**src/rtl/pc_fetch.sv**
```systemverilog
// pc_fetch: program counter and fetch stage of the picoMIPS core (IDLE/RUN/FLUSH/HALT).
// Optional macro PC_WRAP_TRAP_EN: trap a sequential fetch at the top address instead of wrapping.
`default_nettype none

module pc_fetch #(
    parameter int PSIZE = 6,
    parameter int ISIZE = 24
) (
    input  logic             clk,
    input  logic             rst_n,
    output logic [PSIZE-1:0] o_address,
    input  logic [ISIZE-1:0] i_instruction_in,
    input  logic             i_stall,
    input  logic             i_branch_taken,
    input  logic             i_branch_abs,
    input  logic [PSIZE-1:0] i_branch_operand,
    output logic [ISIZE-1:0] o_instr_out,
    output logic [PSIZE-1:0] o_instr_pc,
    output logic             o_instr_valid,
    output logic             o_halted,
    output logic             o_wrap_err
);

    typedef enum logic [1:0] {
        S_IDLE  = 2'd0,
        S_RUN   = 2'd1,
        S_FLUSH = 2'd2,
        S_HALT  = 2'd3
    } state_t;

    state_t           r_state, w_state_nxt;
    logic [PSIZE-1:0] r_address, w_address_nxt;
    logic [PSIZE-1:0] r_instr_pc, w_instr_pc_nxt;
    logic [ISIZE-1:0] r_instr_out, w_instr_out_nxt;
    logic             r_valid, w_valid_nxt;
    logic             w_wrap_set;
    logic             w_accept;
    logic             w_trap;
    logic [PSIZE-1:0] w_target;

    // Same-width add is the sign-extended offset taken mod 2^PSIZE.
    assign w_target = i_branch_abs ? i_branch_operand : (r_instr_pc + i_branch_operand);
    assign w_accept = (r_state == S_RUN) && i_branch_taken && !i_stall && r_valid;

`ifdef PC_WRAP_TRAP_EN
    logic r_wrap_err;
    assign w_trap     = (&r_address) && ((r_state == S_RUN) || (r_state == S_FLUSH));
    assign o_wrap_err = r_wrap_err;
`else
    assign w_trap     = 1'b0;
    assign o_wrap_err = 1'b0;
`endif

    always_comb begin
        w_state_nxt     = r_state;
        w_address_nxt   = r_address;
        w_instr_pc_nxt  = r_instr_pc;
        w_instr_out_nxt = r_instr_out;
        w_valid_nxt     = r_valid;
        w_wrap_set      = 1'b0;
        if (r_state == S_HALT) begin
            w_valid_nxt = 1'b0;
        end else if (!i_stall) begin
            if (w_accept) begin
                w_valid_nxt = 1'b0;
                if (w_target == r_instr_pc) begin
                    w_state_nxt = S_HALT;
                end else begin
                    w_address_nxt = w_target;
                    w_state_nxt   = S_FLUSH;
                end
            end else if (w_trap) begin
                w_valid_nxt = 1'b0;
                w_wrap_set  = 1'b1;
                w_state_nxt = S_HALT;
            end else begin
                // IDLE, RUN and FLUSH all perform the same sequential fetch here.
                w_instr_out_nxt = i_instruction_in;
                w_instr_pc_nxt  = r_address;
                w_valid_nxt     = 1'b1;
                w_address_nxt   = r_address + 1'b1;
                w_state_nxt     = S_RUN;
            end
        end
    end

    always_ff @(posedge clk or negedge rst_n) begin
        if (!rst_n) begin
            r_state     <= S_IDLE;
            r_address   <= '0;
            r_instr_pc  <= '0;
            r_instr_out <= '0;
            r_valid     <= 1'b0;
        end else begin
            r_state     <= w_state_nxt;
            r_address   <= w_address_nxt;
            r_instr_pc  <= w_instr_pc_nxt;
            r_instr_out <= w_instr_out_nxt;
            r_valid     <= w_valid_nxt;
        end
    end

`ifdef PC_WRAP_TRAP_EN
    always_ff @(posedge clk or negedge rst_n) begin
        if (!rst_n) begin
            r_wrap_err <= 1'b0;
        end else if (w_wrap_set) begin
            r_wrap_err <= 1'b1;
        end
    end
`else
    logic w_unused;
    assign w_unused = w_wrap_set;
`endif

    assign o_address     = r_address;
    assign o_instr_out   = r_instr_out;
    assign o_instr_pc    = r_instr_pc;
    assign o_instr_valid = r_valid;
    assign o_halted      = (r_state == S_HALT);

endmodule

`default_nettype wire

```
**config.mk**
```make
export PLATFORM = sky130hd
export DESIGN_NAME = pc_fetch
export DESIGN_NICKNAME = d
export VERILOG_FILES = /design/src/rtl/pc_fetch.sv
export SDC_FILE = /design/constraint.sdc
export NUM_CORES = 1
export LEC_CHECK = 0
export BUFFER_PORTS_ARGS = -buffer_cell sky130_fd_sc_hd__buf_4
export CORE_MARGIN = 1.5
export CORE_UTILIZATION = 50
export CTS_CLUSTER_SIZE = 25
export DETAILED_ROUTE_END_ITERATION = 16
export HOLD_SLACK_MARGIN = 0.02
export PLACE_DENSITY = 0.8
export SLEW_MARGIN = 5
export SYNTH_ARGS = -nofsm -noshare
export SYNTH_HDL_FRONTEND = slang
export SYNTH_SLANG_ARGS = --single-unit
export TNS_END_PERCENT = 1
```
**constraint.sdc**
```tcl
create_clock -name clk -period 3.7 [get_ports clk]
set_clock_uncertainty 0.05 [all_clocks]
set_input_delay 0.37 -clock clk [delete_from_list [all_inputs] [get_ports clk]]
set_output_delay 0.37 -clock clk [all_outputs]
set_load 0.05 [all_outputs]
```
==> key figures, run 1 <==
Outcome
  – Status: finished clean

Logic synthesis
  – EDFF count, synth: 0
  – Leading area contributor after synthesis: dfrtp_1
  – Share of the synthesized area in the top cell type: 45.9%
  – Synth Register Bits: 39
  – Most area-consuming cells after synthesis: dfrtp_1 (46%), mux2_2 (16%), ha_1 (3.5%), a21oi_1 (2.4%), nand2_1 (1.9%)
  – Synthesized area: 0.00213 sq mm
  – Synthesized area per cell: 11.4 sq um
  – Synth Flop Type: dfrtp_1
  – Commonest cells in the netlist: dfrtp_1 (39), mux2_2 (30), nand2_1 (11), a21oi_1 (10)
  – Netlist cell types: 48
  – Seq/Total Area, Yosys: 45.9%
  – Most frequent cell after synthesis: dfrtp_1
  – Warnings, synthesis: 0
  – Asr flop ratio synth: 100%
  – Syn Nets: 229
  – Synth Instances: 187

Final layout
  – Seq. cell area: 976 sq um
  – Area grow syn2layout: 31.8%
  – Layout cell share with drive strength beyond 1: 45.3%
  – Area of the multi-input gates: 0.00109 sq mm
  – Finished Cell Area: 0.00280 sq mm
  – N_diodes: 0
  – FILL cells: 316
  – Final core occ: 69.1%
  – Final nets: 299

Placed design
  – DP Area: 0.00268 sq mm
  – Final HPWL DP: 3450 um
  – RePlAce Congestion: 0.830
  – I/O Buffers: 72

Detailed routing
  – Post-route ant nets: 0
  – Vias per cell: 5.70
  – Initial DRC count: 127
  – DR pass1 iterations: 4
  – Routed via count: 1756
  – Total Wirelength: 4640 um
  – DR WL/cell: 15.1 um
  – # DRC: 0

STA
  – Final hold vios: 0
  – Fin crit period: 2.75 ns
  – Final worst-path cycle share: 74.2%
  – Worst slew pin tran: 1.03 ns
  – Fin Setup TNS: 0 ns
  – Worst hold slack: 0.257 ns
  – RSZ-0062 raised after global routing: false
  – Peak Freq: 364 MHz
  – Fin. max-slew vios: 0
  – Setup violations, final: 0
  – Slew headroom: 31.3%

Setup path
  – Worst-path fanout max: 8
  – CP peak stage delay: 0.42 ns
  – Startpoint Class: flop
  – CP endpoint kind: flop
  – CP max-delay cell: dfrtp_1
  – Critical path type: reg -> reg
  – Crit-path cells: ha_1 > fa_1 > xnor2_1 > a211oi_1 > nor4_2 > o221ai_2 > or2_1 > a211o_1
  – Arr. time, crit path: 2.88 ns
  – Required time of the critical path: 3.83 ns

Die
  – Die footprint: 0.00465 sq mm
  – Die H: 68.2 um
  – Die X: 68.2 um
  – I/O Pins: 74
  – Initial Utilization: 52.4%
  – Row count: 23
  – Core ar.: 0.00406 sq mm

CTS
  – H-tree levels: 2
  – Clock sink count: 39
  – Root Buffer: clkbuf_8
  – Clock Pin Slew Worst Setup and Hold Paths: 0.08 ns
  – CTS tree: built
  – Clock buffer depth: 2
  – Num CTS Buffers: 5
  – Clk_lat worst skew: 0.29 ns

Global route
  – Global route overflow: 0
  – Vias in the first global route: 1662
  – Initial antenna violation count: 0
  – Largest net degree at the start of global routing: 40
  – GRT Total Usage: 21.5%
  – First-pass GRT wire length: 7490 um

Hold path
  – Worst Hold Class: in -> reg

Run
  – Max Cap Violations: 0
-- sequential cells by signal, indices dropped and copies added, names as in the netlist --
| name | cells |
|---|---|
| o_address | 6 |
| o_instr_out | 24 |
| o_instr_pc | 6 |
| o_instr_valid | 1 |
| r_state | 2 |
-- critical path, delay by kind of cell, from the launching register on --
family          cells  cell delay (ns)
compound gates      3             0.64
fa+ha+maj           2             0.64
xor+xnor            1             0.25
flops               1             0.42
simple gates        2             0.65
-- per-stage QoR --
stage | worst slack [ns] | std cells
5_1_grt | 0.728 | 308
6_report | 0.953 | 308
3_3_place_gp | 0.921 | 299
4_1_cts | 0.932 | 308
3_5_place_dp | 0.849 | 299
2_1_floorplan | 0.857 | 187
-- area by class of cell --
class	instances	share of cell area (%)
Clock inverter	3	1.56
Sequential cell	39	34.8
Tap cell	50	2.23
Timing Repair Buffer	74	19.9
Multi-Input combinational cell	136	38.9
Inverter	1	0.134
Clock buffer	5	2.45
-- cell families after synthesis --
family          count (synthesis)  synth area share (%)
buf+inv                        12                  3.35
fa+ha+maj                       7                  4.47
other cells                     1                 0.176
simple gates                   54                  14.9
compound gates                 36                  11.3
flops                          39                  45.9
mux                            33                  17.9
xor+xnor                        5                  2.06
-- layer usage --
layer	track usage, %	up-vias	part of all wire, %
li1	-	833	-
met1	28.2	849	43
met2	35.9	68	49
met3	5.10	6	6.7
met4	5.25	0	1.1
met5	0	-	0
-- timing repair --
item,4_1_cts,5_1_grt
hold buffers,1,0
endpoints found under the hold margin,39,0
resized for setup,0,0
buffers inserted,0,0
-- final timing paths --
path / start / to / slack (ns) / depth (start not counted)
min: i_instruction_in[2] / o_instr_out[2]$_DFFE_PN0P_ / 0.26 / 2
max in group asynchronous: rst_n / o_instr_out[16]$_DFFE_PN0P_ / 2.73 / 2
min reg2reg: o_instr_out[14]$_DFFE_PN0P_ / o_instr_out[14]$_DFFE_PN0P_ / 0.46 / 1
max reg2reg: o_instr_pc[0]$_DFFE_PN0P_ / o_address[0]$_DFFE_PN0P_ / 0.95 / 8
min in group asynchronous: rst_n / o_instr_out[0]$_DFFE_PN0P_ / 0.53 / 2
max: o_instr_pc[0]$_DFFE_PN0P_ / o_address[0]$_DFFE_PN0P_ / 0.95 / 8
-- cells in the final DEF, fill, tap and decap left out, types with 3 or more instances in the layout --
cell and n:
a211oi_1 4, a21oi_1 9, clkbuf_8 5, buf_4 73, nand2_1 11, mux2_2 30, ha_1 6, nor2b_1 4
nor3b_1 4, xnor2_1 3, nand3_1 4, a31oi_1 3, nor2_1 5, nor3_1 7, nor4_1 3, o21ai_0 7
dfrtp_1 39
Power of run 1 is left out: the tool's default activity adds up to more than one toggle a clock period on the data nets, which glitch-free logic cannot reach.
==> inputs of run 2 (changes only) <==
--- a/config.mk
+++ b/config.mk
@@ -5,13 +5,14 @@
 export SDC_FILE = /design/constraint.sdc
 export NUM_CORES = 1
 export LEC_CHECK = 0
+export ABC_AREA = 1
 export BUFFER_PORTS_ARGS = -buffer_cell sky130_fd_sc_hd__buf_4
 export CORE_MARGIN = 1.5
-export CORE_UTILIZATION = 50
+export CORE_UTILIZATION = 45
 export CTS_CLUSTER_SIZE = 25
 export DETAILED_ROUTE_END_ITERATION = 16
 export HOLD_SLACK_MARGIN = 0.02
-export PLACE_DENSITY = 0.8
+export PLACE_DENSITY = 0.76
 export SLEW_MARGIN = 5
 export SYNTH_ARGS = -nofsm -noshare
 export SYNTH_HDL_FRONTEND = slang
==> constraint.sdc (replaced) <==
create_clock -name clk -period 2.5 [get_ports clk]
set_clock_uncertainty 0.05 [all_clocks]
set_input_delay 0.25 -clock clk [delete_from_list [all_inputs] [get_ports clk]]
set_output_delay 0.25 -clock clk [all_outputs]
set_load 0.05 [all_outputs]
==> run 2 against run 1 <==
Compared with the run above: sequential share of layout area rose by 0.78 points; setup slack lost 0.70 ns; critical endpoint is now o_address[3]$_DFFE_PN0P_; design area fell by 2.2%.
==> key figures, run 2 <==
Detailed routing
  – DR WL/cell: 11.5 um
  – Routed via count: 1902
  – Initial DRC count: 119
  – Post-route ant nets: 0
  – Total Wirelength: 4630 um
  – # DRC: 0
  – DR pass1 iterations: 4
  – Vias per cell: 4.73

Logic synthesis
  – Warnings, synthesis: 0
  – Leading area contributor after synthesis: dfrtp_1
  – Seq/Total Area, Yosys: 47.1%
  – Simple-Gate Fraction of Synth Area: 36.2%
  – Synth Flop Type: dfrtp_1
  – Most area-consuming cells after synthesis: dfrtp_1 (47%), nand2_1 (24%), nand3_1 (5.6%), inv_1 (4.0%), ha_1 (3.6%)
  – Largest family of logic cells by synthesized area: simple AND/OR/NAND/NOR gates
  – Share of the synthesized area in the top cell type: 47.1%
  – Asr flop ratio synth: 100%
  – Synthesized area: 0.00207 sq mm
  – Most frequent cell after synthesis: nand2_1
  – Synth Area in XOR/XNOR: 1.69%
  – Synth Area in Compound Gates: 4.05%
  – Commonest cells in the netlist: nand2_1 (131), dfrtp_1 (39), nand3_1 (23), inv_1 (22), o21ai_0 (11)
  – Synth Instances: 275
  – Syn Nets: 317
  – Synth Register Bits: 39
  – Netlist cell types: 25
  – EDFF count, synth: 0
  – Synthesized area per cell: 7.53 sq um
  – Post-synthesis mux area share: 0%
  – Post-Synth Adder-Cell Area: 4.59%

Final layout
  – Area grow syn2layout: 32.4%
  – Max reg flops: 24
  – Commonest non-fill, non-tap cell in the layout: nand2_1
  – Non-Filler Instances: 402
  – Final nets: 391
  – Commonest cells after routing, fill and taps aside: nand2_1 (131), buf_4 (73), dfrtp_1 (39)
  – Layout cell share with drive strength beyond 1: 26.0%
  – N_diodes: 0

Setup path
  – Startpoint Class: flop
  – CP peak stage delay: 0.42 ns
  – CP max-delay cell: dfrtp_1
  – CP top delay family: simple AND/OR/NAND/NOR gates
  – Required time of the critical path: 2.63 ns
  – Crit-path cells: ha_1 > fa_1 > inv_1 > nand2_1 > nand3_2 > nand2_1 > nand2_1 > nand2_1 > nor2_1 > nand3_1 > nor2_2 > nand2_2 > nand2_4 > nand2_4 > nand2_1 > nand2_1
  – Buffers & Inverters on Critical Path: 1
  – CP endpoint kind: flop
  – Critical path type: reg -> reg
  – Arr. time, crit path: 2.38 ns
  – Worst-path fanout max: 7
  – CP most frequent cell: nand2_1

CTS
  – Post-CTS sizing: 0
  – H-tree levels: 2
  – Hold Buf Count CTS: 1
  – Clock buffer depth: 2
  – Clock Pin Slew Worst Setup and Hold Paths: 0.08 ns
  – Num CTS Buffers: 5
  – Clk_lat worst skew: 0.29 ns
  – CTS tree: built
  – Root Buffer: clkbuf_8
  – Post-CTS Setup Repair Bufs: 0
  – Clock sink count: 39

STA
  – Peak Freq: 445 MHz
  – Post-route setup slack: 0.251 ns
  – Fin. max-slew vios: 0
  – Fin Setup TNS: 0 ns
  – Final hold vios: 0
  – Fin crit period: 2.25 ns
  – Worst hold slack: 0.101 ns
  – RSZ-0062 raised after global routing: false
  – Final worst-path cycle share: 90.0%
  – Setup violations, final: 0

Pwr
  – Leak: 1.56 nW
  – IR drop worst, VDD: 0.000588 V
  – Pwr dens: 1240 mW/mm^2

Die
  – Die H: 70.9 um
  – Die footprint: 0.00502 sq mm
  – Initial Utilization: 47.3%
  – Core ar.: 0.00438 sq mm
  – I/O Pins: 74
  – Die X: 70.9 um
  – Row count: 24

Run
  – Max Cap Violations: 0

Placed design
  – Worst slack at placement: 0.242 ns
  – RePlAce Congestion: 0.843
  – DP Cell Count: 393
  – Final HPWL DP: 3410 um
  – I/O Buffers: 72

Global route
  – Global route overflow: 0
  – Vias in the first global route: 1774
  – GRT Total Usage: 19.6%
  – Largest net degree at the start of global routing: 43
  – First-pass GRT wire length: 7970 um
  – Initial antenna violation count: 0

Outcome
  – Status: finished clean

Hold path
  – Worst Hold Class: in -> reg
-- run 2: cell count changes after synthesis, moves of 7 or more --
cell | previous run | this run
mux2_2 | 30 | 0
inv_1 | 1 | 22
a21oi_1 | 10 | 3
clkbuf_1 | 7 | 0
nand3_1 | 4 | 23
nand2_1 | 11 | 131
-- run 2: cells by family (layout without fill, tap and decap cells) --
kind of cell    after synthesis  count (layout)
compound gates               16              16
xor+xnor                      4               4
fa+ha+maj                     7               7
buf+inv                      31             106
flops                        39              39
other cells                   1               1
simple gates                177             177
-- run 2: layout make-up --
type | count | area [sq um]
clock buffers | 6 | 72.6
flip-flops and latches | 39 | 976
multi-input cells | 205 | 968
clock inverters | 2 | 12.5
repair buffers | 74 | 558
fillers | 390 | 1640
well taps | 52 | 65.1
inverters | 24 | 90.1
-- run 2: per-stage QoR --
stage	utilization [%]	power [mW]	area, sq um
after floorplan	-	2.43	2070
after global placement	60.4	2.97	2650
after detailed placement	60.4	3.00	2650
after CTS	62.6	3.42	2740
after global routing	62.6	3.64	2740
final	62.6	3.40	2740
-- run 2: final timing paths --
kind	start	endpoint	slack, ns	cells past startpoint
worst min register to register	o_instr_out[19]$_DFFE_PN0P_	o_instr_out[19]$_DFFE_PN0P_	0.43	2
worst min-delay path	i_instruction_in[18]	o_instr_out[18]$_DFFE_PN0P_	0.10	3
worst max-delay path	o_instr_pc[0]$_DFFE_PN0P_	o_address[3]$_DFFE_PN0P_	0.25	16
worst max register to register	o_instr_pc[0]$_DFFE_PN0P_	o_address[3]$_DFFE_PN0P_	0.25	16
min in group asynchronous	rst_n	o_instr_out[3]$_DFFE_PN0P_	0.43	2
max in group asynchronous	rst_n	o_instr_out[0]$_DFFE_PN0P_	1.63	2
-- run 2: metal layers --
metal,routed length [um],up-vias,GRT usage [%]
met4,42,0,4.40
met1,2110,851,26.6
met3,238,5,4.99
met2,2240,44,31.8
li1,-,1002,-
met5,0,-,0
-- run 2: power by group --
part / leakage [nW] / switching [mW] / internal (mW)
registers: 0.480 / 0.195 / 0.837
logic: 1.04 / 1.34 / 0.614
clock network: 0.0412 / 0.217 / 0.195
total: 1.56 / 1.75 / 1.65
-- run 2: worst reg2reg max path, stage by stage, from the launching register on --
cell and delay, ns:
dfrtp_1 0.42, ha_1 0.24, fa_1 0.41, inv_1 0.07, nand2_1 0.06, nand3_2 0.06
nand2_1 0.07, nand2_1 0.06, nand2_1 0.04, nor2_1 0.10, nand3_1 0.10, nor2_2 0.09
nand2_2 0.08, nand2_4 0.11, nand2_4 0.08, nand2_1 0.08, nand2_1 0.05
(Power assumes the default switching activity.)
==> inputs of run 3 (changes only) <==
--- a/config.mk
+++ b/config.mk
@@ -8,11 +8,11 @@
 export ABC_AREA = 1
 export BUFFER_PORTS_ARGS = -buffer_cell sky130_fd_sc_hd__buf_4
 export CORE_MARGIN = 1.5
-export CORE_UTILIZATION = 45
+export CORE_UTILIZATION = 49
 export CTS_CLUSTER_SIZE = 25
 export DETAILED_ROUTE_END_ITERATION = 16
 export HOLD_SLACK_MARGIN = 0.02
-export PLACE_DENSITY = 0.76
+export PLACE_DENSITY = 0.79
 export SLEW_MARGIN = 5
 export SYNTH_ARGS = -nofsm -noshare
 export SYNTH_HDL_FRONTEND = slang
==> constraint.sdc (replaced) <==
create_clock -name clk -period 2.4 [get_ports clk]
set_clock_uncertainty 0.05 [all_clocks]
set_input_delay 0.24 -clock clk [delete_from_list [all_inputs] [get_ports clk]]
set_output_delay 0.24 -clock clk [all_outputs]
set_load 0.05 [all_outputs]
==> run 3 against run 2 <==
Compared with the run above: final cell count grew 0.25%; largest cell class unchanged; die area shrank 7.8%; combinational power grew 7%; wire length shrank 1.0%; register-to-register slack lost 0.06 ns; sequential power grew 4%; setup slack lost 0.060 ns; maximum frequency grew 1.8%; critical path depth shrank 3; first-iteration DRC count grew 5.0%; largest power group unchanged.
==> key figures, run 3 (same netlist as run 2, synthesis figures left out) <==
Die
  – Die X: 68.0 um
  – Die footprint: 0.00463 sq mm
  – Die H: 68.0 um
  – I/O Pins: 74
  – Row count: 23
  – Core ar.: 0.00403 sq mm
  – Initial Utilization: 51.4%

Setup path
  – Required time of the critical path: 2.52 ns
  – R2R cell count: 13
  – Startpoint Class: flop
  – Arr. time, crit path: 2.33 ns
  – Reg2reg start: o_instr_pc[0]$_DFFE_PN0P_
  – CP endpoint kind: flop
  – Reg-to-Reg End: o_address[3]$_DFFE_PN0P_
  – R2R Setup Slk: 0.19 ns
  – Worst-path fanout max: 7
  – Setup crit end: o_address[3]$_DFFE_PN0P_
  – Critical path origin: o_instr_pc[0]$_DFFE_PN0P_
  – Critical path type: reg -> reg

Global route
  – Global route overflow: 0
  – Largest net degree at the start of global routing: 40
  – GRT Total Usage: 21.8%
  – Vias in the first global route: 1743
  – First-pass GRT wire length: 7600 um
  – Initial antenna violation count: 0

Final layout
  – Commonest cells after routing, fill and taps aside: nand2_1 (131), buf_4 (76), dfrtp_1 (39)
  – Final core occ: 68.7%
  – Final nets: 394
  – Commonest non-fill, non-tap cell in the layout: nand2_1
  – Area of the multi-input gates: 973 sq um
  – N_diodes: 0
  – Area grow syn2layout: 33.6%
  – FILL cells: 334
  – Max reg flops: 24
  – Layout cell share with drive strength beyond 1: 27.2%
  – Seq. cell area: 976 sq um

CTS
  – Root Buffer: clkbuf_8
  – H-tree levels: 2
  – Clk_lat worst skew: 0.29 ns
  – Num CTS Buffers: 5
  – CTS tree: built
  – Clock sink count: 39
  – Clock buffer depth: 2
  – Clock Pin Slew Worst Setup and Hold Paths: 0.08 ns

Pwr
  – Leak: 1.57 nW
  – Pwr dens: 1290 mW/mm^2
  – IR drop worst, VDD: 0.000697 V
  – Tot Pwr: 3.58 mW

Detailed routing
  – # DRC: 0
  – Initial DRC count: 125
  – Total Wirelength: 4580 um
  – Post-route ant nets: 0
  – Vias per cell: 4.94
  – DR WL/cell: 11.4 um
  – DR pass1 iterations: 4
  – Routed via count: 1992

STA
  – RSZ-0062 raised after global routing: false
  – Peak Freq: 453 MHz
  – Fin. max-slew vios: 0
  – Final hold vios: 0
  – Setup violations, final: 0
  – Fin crit period: 2.21 ns
  – Final worst-path cycle share: 92.0%
  – Fin Setup TNS: 0 ns

Outcome
  – Status: finished clean

Run
  – Max Cap Violations: 0

Hold path
  – Worst Hold Class: in -> reg

Placed design
  – Final HPWL DP: 3460 um
  – I/O Buffers: 72
  – RePlAce Congestion: 0.855
[run 3: worst min-delay path by stage]
stage	slack, ns	from	end	cells past startpoint
after floorplan	-0.11	rst_n	o_address[0]$_DFFE_PN0P_	0
after global placement	0.18	rst_n	o_instr_out[0]$_DFFE_PN0P_	1
after detailed placement	0.19	rst_n	o_instr_pc[2]$_DFFE_PN0P_	1
after CTS	0.08	i_instruction_in[1]	o_instr_out[1]$_DFFE_PN0P_	3
after global routing	0.08	i_instruction_in[17]	o_instr_out[17]$_DFFE_PN0P_	3
final	0.09	i_instruction_in[1]	o_instr_out[1]$_DFFE_PN0P_	3
[run 3: repair_timing]
| action | 4_1_cts | 5_1_grt |
|---|---|---|
| hold buffers | 1 | 0 |
| resized for setup | 0 | 2 |
| setup buffers | 0 | 2 |
| hold endpoints to repair | 39 | 0 |
| setup endpoints to repair | 0 | 6 |
[run 3: cell type report]
type / instances / area share, %
Multi-Input combinational cell: 205 / 35.2
Timing Repair Buffer: 77 / 21.0
Clock inverter: 2 / 0.452
Inverter: 24 / 3.25
Clock buffer: 6 / 2.62
Sequential cell: 39 / 35.3
Tap cell: 50 / 2.26
[run 3: critical path: stages, from the launching register on]
cell and delay, ns:
dfrtp_1 0.41, ha_2 0.20, fa_2 0.54, nand2_2 0.07, nand3_1 0.07, nand4_1 0.09
nor2_1 0.10, nand3_1 0.10, nor2_2 0.10, nand2_2 0.08, nand2_4 0.10, nand2_4 0.07
nand2_1 0.06, nand2_1 0.05
[run 3: power breakdown]
part / internal (mW) / total, mW / switching, mW
clock: 0.203 / 0.427 / 0.224
sequential: 0.872 / 1.07 / 0.197
combinational: 0.668 / 2.09 / 1.42
total: 1.74 / 3.58 / 1.84
[run 3: routing by layer]
metal  share of wire, %  up-vias  global-route usage, %
met4                1.2        0                   6.50
met5                  0        -                      0
met1                 45      917                   28.9
li1                   -     1011                      -
met3                4.9        6                   5.43
met2                 49       58                   35.3
[run 3: metrics by stage]
| stage | std cells | worst slack, ns | area [sq um] | hold slack (ns) |
|---|---|---|---|---|
| floorplan | 275 | 0.0281 | 2070 | -0.106 |
| global placement | 392 | 0.239 | 2650 | 0.184 |
| detailed placement | 392 | 0.105 | 2650 | 0.190 |
| CTS | 401 | 0.0919 | 2750 | 0.0812 |
| global route | 403 | 0.00639 | 2770 | 0.0828 |
| finish | 403 | 0.191 | 2770 | 0.0868 |
